File: config.mk
export PLATFORM = sky130hd
export DESIGN_NAME = sdcard_cpu_master_flat
export DESIGN_NICKNAME = d
export VERILOG_FILES = /design/src/rtl/sdcard_cpu_master_if.sv /design/src/rtl/sdcard_cpu_master.sv /design/src/flat_wrapper.sv
export SDC_FILE = /design/constraint.sdc
export NUM_CORES = 1
export LEC_CHECK = 0
export ABC_AREA = 1
export BUFFER_PORTS_ARGS = -buffer_cell sky130_fd_sc_hd__buf_4
export CAP_MARGIN = 10
export CORE_MARGIN = 1
export CORE_UTILIZATION = 54
export DETAILED_ROUTE_END_ITERATION = 7
export GPL_TIMING_DRIVEN = 0
export HOLD_SLACK_MARGIN = 0.15
export PLACE_DENSITY = 0.87
export SLEW_MARGIN = 20
export SYNTH_ARGS = -nofsm -noshare
export SYNTH_HDL_FRONTEND = slang
export SYNTH_SLANG_ARGS = --single-unit
File: constraint.sdc
create_clock -name clock -period 3.2 [get_ports clock]
set_input_delay 0 -clock clock [delete_from_list [all_inputs] [get_ports clock]]
set_output_delay 0 -clock clock [all_outputs]
set_load 0.05 [all_outputs]
File: src/rtl/sdcard_cpu_master_if.sv
// rtl/sdcard_cpu_master_if.sv - host, response and glue req/ack channel bundle for sdcard_cpu_master
interface sdcard_cpu_master_if #(
    parameter int ADDR  = 32,
    parameter int DATA  = 32,
    parameter int CNT_W = 16
) ();
    logic                host_valid;
    logic                host_ready;
    logic [ADDR-1:0]     host_addr;
    logic                host_cmd;
    logic [2*DATA-1:0]   host_wdata;

    logic                resp_valid;
    logic                resp_ready;
    logic                resp_cmd;
    logic [2*DATA-1:0]   resp_rdata;

    logic                async_addr_req;
    logic                async_addr_ack;
    logic [ADDR-1:0]     async_addr;
    logic                async_cmd_req;
    logic                async_cmd_ack;
    logic                async_cmd;
    logic                async_data_out_req;
    logic                async_data_out_ack;
    logic [DATA-1:0]     async_data_out;
    logic                async_data_in_req;
    logic                async_data_in_ack;
    logic [DATA-1:0]     async_data_in;

    logic                timeout;
    logic [CNT_W-1:0]    wr_cnt;
    logic [CNT_W-1:0]    rd_cnt;

    modport master (
        input  host_valid, host_addr, host_cmd, host_wdata,
        output host_ready,
        output resp_valid, resp_cmd, resp_rdata,
        input  resp_ready,
        output async_addr_req, async_addr,
        input  async_addr_ack,
        output async_cmd_req, async_cmd,
        input  async_cmd_ack,
        output async_data_out_req, async_data_out,
        input  async_data_out_ack,
        input  async_data_in_req, async_data_in,
        output async_data_in_ack,
        output timeout, wr_cnt, rd_cnt
    );

    modport slave (
        output host_valid, host_addr, host_cmd, host_wdata,
        input  host_ready,
        input  resp_valid, resp_cmd, resp_rdata,
        output resp_ready,
        input  async_addr_req, async_addr,
        output async_addr_ack,
        input  async_cmd_req, async_cmd,
        output async_cmd_ack,
        input  async_data_out_req, async_data_out,
        output async_data_out_ack,
        output async_data_in_req, async_data_in,
        input  async_data_in_ack,
        input  timeout, wr_cnt, rd_cnt
    );
endinterface

File: src/rtl/sdcard_cpu_master.sv
// rtl/sdcard_cpu_master.sv - CPU-side initiator sequencing addr/cmd/data req/ack channels of the sdcard glue
module sdcard_cpu_master #(
    parameter int ADDR    = 32,
    parameter int DATA    = 32,
    parameter int TIMEOUT = 1024,
    parameter int CNT_W   = 16
) (
    input  logic                 clock,
    input  logic                 reset,
    sdcard_cpu_master_if.master  bus
);
    localparam logic [2:0] S_IDLE      = 3'd0;
    localparam logic [2:0] S_SEND_ADDR = 3'd1;
    localparam logic [2:0] S_SEND_CMD  = 3'd2;
    localparam logic [2:0] S_SEND_D0   = 3'd3;
    localparam logic [2:0] S_SEND_D1   = 3'd4;
    localparam logic [2:0] S_RECV_D0   = 3'd5;
    localparam logic [2:0] S_RECV_D1   = 3'd6;
    localparam logic [2:0] S_RESP      = 3'd7;

    localparam int              WAIT_W  = (TIMEOUT > 0) ? $clog2(TIMEOUT + 1) : 1;
    localparam logic [WAIT_W-1:0] W_LIMIT = WAIT_W'(TIMEOUT);

    logic [2:0]          r_state;
    logic [ADDR-1:0]     r_addr;
    logic                r_cmd;
    logic [2*DATA-1:0]   r_wdata;
    logic [2*DATA-1:0]   r_rdata;
    logic [WAIT_W-1:0]   r_wait;
    logic                r_timeout;
    logic [CNT_W-1:0]    r_wr_cnt;
    logic [CNT_W-1:0]    r_rd_cnt;

    logic                w_xfer;
    logic                w_busy;
    logic [WAIT_W-1:0]   w_wait_next;

    // Handshake outputs depend on the state register only, never on glue inputs.
    assign bus.host_ready         = (r_state == S_IDLE);
    assign bus.resp_valid         = (r_state == S_RESP);
    assign bus.resp_cmd           = r_cmd;
    assign bus.resp_rdata         = r_rdata;
    assign bus.async_addr_req     = (r_state == S_SEND_ADDR);
    assign bus.async_addr         = r_addr;
    assign bus.async_cmd_req      = (r_state == S_SEND_CMD);
    assign bus.async_cmd          = r_cmd;
    assign bus.async_data_out_req = (r_state == S_SEND_D0) || (r_state == S_SEND_D1);
    assign bus.async_data_out     = (r_state == S_SEND_D0) ? r_wdata[DATA-1:0] : r_wdata[2*DATA-1:DATA];
    assign bus.async_data_in_ack  = (r_state == S_RECV_D0) || (r_state == S_RECV_D1);
    assign bus.timeout            = r_timeout;
    assign bus.wr_cnt             = r_wr_cnt;
    assign bus.rd_cnt             = r_rd_cnt;

    assign w_busy      = (r_state != S_IDLE) && (r_state != S_RESP);
    assign w_wait_next = r_wait + WAIT_W'(1);

    always_comb begin
        w_xfer = 1'b0;
        case (r_state)
            S_SEND_ADDR: w_xfer = bus.async_addr_ack;
            S_SEND_CMD:  w_xfer = bus.async_cmd_ack;
            S_SEND_D0,
            S_SEND_D1:   w_xfer = bus.async_data_out_ack;
            S_RECV_D0,
            S_RECV_D1:   w_xfer = bus.async_data_in_req;
            default:     w_xfer = 1'b0;
        endcase
    end

    always_ff @(posedge clock) begin
        if (reset) begin
            r_state  <= S_IDLE;
            r_addr   <= '0;
            r_cmd    <= 1'b0;
            r_wdata  <= '0;
            r_rdata  <= '0;
            r_wr_cnt <= '0;
            r_rd_cnt <= '0;
        end else begin
            case (r_state)
                S_IDLE: begin
                    if (bus.host_valid) begin
                        r_addr  <= bus.host_addr;
                        r_cmd   <= bus.host_cmd;
                        r_wdata <= bus.host_wdata;
                        r_rdata <= '0;
                        r_state <= S_SEND_ADDR;
                    end
                end
                S_SEND_ADDR: if (w_xfer) r_state <= S_SEND_CMD;
                S_SEND_CMD:  if (w_xfer) r_state <= r_cmd ? S_SEND_D0 : S_RECV_D0;
                S_SEND_D0:   if (w_xfer) r_state <= S_SEND_D1;
                S_SEND_D1:   if (w_xfer) r_state <= S_RESP;
                S_RECV_D0: begin
                    if (w_xfer) begin
                        r_rdata[DATA-1:0] <= bus.async_data_in;
                        r_state           <= S_RECV_D1;
                    end
                end
                S_RECV_D1: begin
                    if (w_xfer) begin
                        r_rdata[2*DATA-1:DATA] <= bus.async_data_in;
                        r_state                <= S_RESP;
                    end
                end
                S_RESP: begin
                    if (bus.resp_ready) begin
                        r_state <= S_IDLE;
                        if (r_cmd) r_wr_cnt <= r_wr_cnt + CNT_W'(1);
                        else       r_rd_cnt <= r_rd_cnt + CNT_W'(1);
                    end
                end
                default: r_state <= S_IDLE;
            endcase
        end
    end

    // Stall counter saturates at the limit; the flag only reports, it never aborts a transfer.
    always_ff @(posedge clock) begin
        if (reset) begin
            r_wait    <= '0;
            r_timeout <= 1'b0;
        end else begin
            if (!w_busy || w_xfer) begin
                r_wait <= '0;
            end else if (r_wait != W_LIMIT) begin
                r_wait <= w_wait_next;
                if ((TIMEOUT > 0) && (w_wait_next == W_LIMIT)) r_timeout <= 1'b1;
            end
        end
    end
endmodule

File: src/flat_wrapper.sv
// flat-port wrapper written by rule: the top's interface ports become plain ports
module sdcard_cpu_master_flat 
#(
    parameter int ADDR    = 32,
    parameter int DATA    = 32,
    parameter int TIMEOUT = 1024,
    parameter int CNT_W   = 16
)
  (clock, reset, bus_host_valid, bus_host_addr, bus_host_cmd, bus_host_wdata, bus_host_ready, bus_resp_valid, bus_resp_cmd, bus_resp_rdata, bus_resp_ready, bus_async_addr_req, bus_async_addr, bus_async_addr_ack, bus_async_cmd_req, bus_async_cmd, bus_async_cmd_ack, bus_async_data_out_req, bus_async_data_out, bus_async_data_out_ack, bus_async_data_in_req, bus_async_data_in, bus_async_data_in_ack, bus_timeout, bus_wr_cnt, bus_rd_cnt);
  sdcard_cpu_master_if #(.ADDR(ADDR), .DATA(DATA), .CNT_W(CNT_W)) bus_i ();
  input  logic clock;
  input  logic reset;
  input wire logic [$bits(bus_i.host_valid)-1:0] bus_host_valid;
  input wire logic [$bits(bus_i.host_addr)-1:0] bus_host_addr;
  input wire logic [$bits(bus_i.host_cmd)-1:0] bus_host_cmd;
  input wire logic [$bits(bus_i.host_wdata)-1:0] bus_host_wdata;
  output wire logic [$bits(bus_i.host_ready)-1:0] bus_host_ready;
  output wire logic [$bits(bus_i.resp_valid)-1:0] bus_resp_valid;
  output wire logic [$bits(bus_i.resp_cmd)-1:0] bus_resp_cmd;
  output wire logic [$bits(bus_i.resp_rdata)-1:0] bus_resp_rdata;
  input wire logic [$bits(bus_i.resp_ready)-1:0] bus_resp_ready;
  output wire logic [$bits(bus_i.async_addr_req)-1:0] bus_async_addr_req;
  output wire logic [$bits(bus_i.async_addr)-1:0] bus_async_addr;
  input wire logic [$bits(bus_i.async_addr_ack)-1:0] bus_async_addr_ack;
  output wire logic [$bits(bus_i.async_cmd_req)-1:0] bus_async_cmd_req;
  output wire logic [$bits(bus_i.async_cmd)-1:0] bus_async_cmd;
  input wire logic [$bits(bus_i.async_cmd_ack)-1:0] bus_async_cmd_ack;
  output wire logic [$bits(bus_i.async_data_out_req)-1:0] bus_async_data_out_req;
  output wire logic [$bits(bus_i.async_data_out)-1:0] bus_async_data_out;
  input wire logic [$bits(bus_i.async_data_out_ack)-1:0] bus_async_data_out_ack;
  input wire logic [$bits(bus_i.async_data_in_req)-1:0] bus_async_data_in_req;
  input wire logic [$bits(bus_i.async_data_in)-1:0] bus_async_data_in;
  output wire logic [$bits(bus_i.async_data_in_ack)-1:0] bus_async_data_in_ack;
  output wire logic [$bits(bus_i.timeout)-1:0] bus_timeout;
  output wire logic [$bits(bus_i.wr_cnt)-1:0] bus_wr_cnt;
  output wire logic [$bits(bus_i.rd_cnt)-1:0] bus_rd_cnt;
  assign bus_i.host_valid = bus_host_valid;
  assign bus_i.host_addr = bus_host_addr;
  assign bus_i.host_cmd = bus_host_cmd;
  assign bus_i.host_wdata = bus_host_wdata;
  assign bus_host_ready = bus_i.host_ready;
  assign bus_resp_valid = bus_i.resp_valid;
  assign bus_resp_cmd = bus_i.resp_cmd;
  assign bus_resp_rdata = bus_i.resp_rdata;
  assign bus_i.resp_ready = bus_resp_ready;
  assign bus_async_addr_req = bus_i.async_addr_req;
  assign bus_async_addr = bus_i.async_addr;
  assign bus_i.async_addr_ack = bus_async_addr_ack;
  assign bus_async_cmd_req = bus_i.async_cmd_req;
  assign bus_async_cmd = bus_i.async_cmd;
  assign bus_i.async_cmd_ack = bus_async_cmd_ack;
  assign bus_async_data_out_req = bus_i.async_data_out_req;
  assign bus_async_data_out = bus_i.async_data_out;
  assign bus_i.async_data_out_ack = bus_async_data_out_ack;
  assign bus_i.async_data_in_req = bus_async_data_in_req;
  assign bus_i.async_data_in = bus_async_data_in;
  assign bus_async_data_in_ack = bus_i.async_data_in_ack;
  assign bus_timeout = bus_i.timeout;
  assign bus_wr_cnt = bus_i.wr_cnt;
  assign bus_rd_cnt = bus_i.rd_cnt;
  sdcard_cpu_master #(.ADDR(ADDR), .DATA(DATA), .TIMEOUT(TIMEOUT), .CNT_W(CNT_W)) u_core (.clock(clock), .reset(reset), .bus(bus_i));
endmodule
==> summary.txt <==
Max FO, Critical Path: 7
DR iter-0 viols: 1,001
post-CTS resize count: 0
Setup crit end kind: flip-flop
CTS tree: yes
initial antenna violation count: 2
final setup violation count: 0
sequential area share after synthesis: 0.4705
clock root cell: clkbuf_16
top_reg_cell synth: dfxtp_1
Die Y-Extent: 130.0 um
met1 wire length: 12,630 um
post-synthesis cell count: 1,232
Die ar.: 16,900 um2
Total Power: 10.67 mW
Mean Syn Cell Area: 7.183 um2
DRT Pass-1 Iters: 6
H-Tree Depth: 1
RSZ-0062 raised after global routing: no
Min Clock Period, post-route: 3.029 ns
via density per instance: 5.776
TNS Setup: 0 ns
final core area utilization: 0.8501
Port Buffers: 304
EDFF count, synth: 0
metal3 WL: 4223 um
Final Cell Area: 13,550 um2
DP HPWL: 21,300 um
routed wire length: 36,770 um
clk_lat worst skew: 0.51 ns
ys async rst share: 0
Startpoint Class: flip-flop
Slew @ Worst Pin: 0.8578 ns
Mapped Area: 8850 um2
most frequent cells in the layout: buf_4, nor2_1, dfxtp_1, nand2_1, o21ai_0
maximum clock insertion buffer count: 3
core area: 15,940 um2
max-slew violation count: 0
number of global-route vias before repair: 11,070
commonest non-fill, non-tap cell in the layout: buf_4
status: finished clean
register bit total from synthesis: 208
Critical Path RT: 3.58 ns
VDD IR max: 0.0006054 V
Synth-to-Final Area Change: 53.15%
global-route wire length before repair: 56,430 um
Fmax achieved: 330.1 MHz
antenna viol nets, final: 0
Min-Delay Path Class: primary input to flip-flop
RePlAce Congestion: 0.9017
grt total ovfl: 0
CP Data Arrival Time: 3.41 ns
Yosys warning count: 0
Cell Rows: 46
Net count, final: 1,839
pin count of the biggest net entering global routing: 14
Syn Nets: 1,373
Initial Util: 0.5551
vias: 11,150
GR Util All Layers: 0.4310
MaxCap Viol Count: 0
Boundary Pins: 306
period utilization: 0.9467
DR WL met2: 17,000 um
total leakage power: 6.031 nW
CTS clk-pin slew, worst paths: 0.07 ns
Sink Count: 208
clock skew: 0.01411 ns
Placed Area: 11,400 um2
Hold Fails Final Rpt: 0
Synth cell types: 31
PD cells: 787.1 nW/um2
Die W: 130.0 um
remaining routing DRC violations: 0
max layer used: met4
Crit Path Class: flip-flop to flip-flop
routed length per placed instance: 19.04 um
total CTS buffers: 22
proportion of layout cells with a drive suffix above 1: 0.2218
Rel. slew slack: 0.4221
WHS: 0.2708 ns
## registers in the layout, summed over array words and instances (netlist names)
register / cells
u_core.bus.resp_rdata: 64
u_core.r_wdata: 64
u_core.bus.async_addr: 32
u_core.bus.rd_cnt: 16
u_core.bus.wr_cnt: 16
u_core.r_wait: 11
u_core.r_state: 3
u_core.bus.async_cmd: 1
u_core.bus.timeout: 1
## final timing paths
kind	start	endpoint	slack, ns	depth (start not counted)
min reg2reg	u_core.r_wdata[31]	u_core.r_wdata[31]	0.45	2
max	u_core.r_state[1]	u_core.bus.resp_rdata[63]	0.17	10
min	bus_host_wdata[61]	u_core.r_wdata[61]	0.27	4
max reg2reg	u_core.r_state[1]	u_core.bus.resp_rdata[63]	0.17	10
## critical path, cell delays in order, from the launching register on
cell,delay (ns)
dfxtp_1,0.49
inv_2,0.12
nand4_1,0.10
nand2_1,0.05
dlygate4sd3_1,0.57
inv_2,0.09
nand3_4,0.13
nand3_1,0.11
dlygate4sd3_1,0.58
a21oi_1,0.07
dlygate4sd3_1,0.58
## where the power goes
group / switching (mW) / total, mW / internal, mW
Sequential: 0.288 / 3.39 / 3.10
Combinational: 3.23 / 4.57 / 1.33
Clock: 1.08 / 2.71 / 1.63
## through the flow
stage               instances  worst slack (ns)
CTS                      1930           0.04055
floorplan                1232             1.105
detailed placement       1752             1.130
finish                   1931            0.1705
global placement         1752             1.175
global route             1931            0.1116
## final cells by class
| type | count | area, um2 |
|---|---|---|
| antenna | 2 | 5.005 |
| buffer | 80 | 347.8 |
| clock buffer | 32 | 679.4 |
| clock inverter | 7 | 85.08 |
| fill | 869 | 2390 |
| inverter | 98 | 367.9 |
| multi-input combinational | 846 | 3970 |
| sequential | 208 | 4164 |
| tap | 216 | 270.3 |
| timing repair buffer | 442 | 3664 |
## logic make-up after synthesis
| logic type | synth area share |
|---|---|
| flip-flops | 0.4705 |
| buffers and inverters | 0.08087 |
| AO/OA/AOI/OAI | 0.1589 |
| AND/OR/NAND/NOR | 0.2791 |
| adder cells (fa/ha/maj) | 0.005656 |
| XOR/XNOR | 0.004949 |
## layer usage
layer,GRT usage,vias up
li1,-,4967
met3,0.1378,256
met5,0,-
met1,0.4549,5037
met4,0.3140,0
met2,0.7270,894
## synthesized netlist by cell type (4+ instances only)
| cell type | number | share of area |
|---|---|---|
| nor2_1 | 216 | 0.092 |
| dfxtp_1 | 208 | 0.47 |
| nand2_1 | 185 | 0.078 |
| o21ai_0 | 148 | 0.084 |
| a21oi_1 | 104 | 0.059 |
| nand3_1 | 96 | 0.054 |
| inv_1 | 92 | 0.039 |
| clkbuf_1 | 56 | 0.024 |
| nand3b_1 | 27 | 0.023 |
| nor3_1 | 17 | 0.0096 |
| a22oi_1 | 16 | 0.014 |
| buf_2 | 14 | 0.0079 |
| nand4_1 | 8 | 0.0057 |
| inv_2 | 6 | 0.0025 |
| nand2_2 | 5 | 0.0035 |
| buf_1 | 4 | 0.0017 |
| buf_4 | 4 | 0.0034 |
| ha_1 | 4 | 0.0057 |
## what timing repair did
action	CTS	global route
setup buffers	0	0
hold buffers	139	0
endpoints found under the setup margin	0	1
hold endpoints to repair	182	0
No activity file was read; power rests on OpenSTA's default activity.
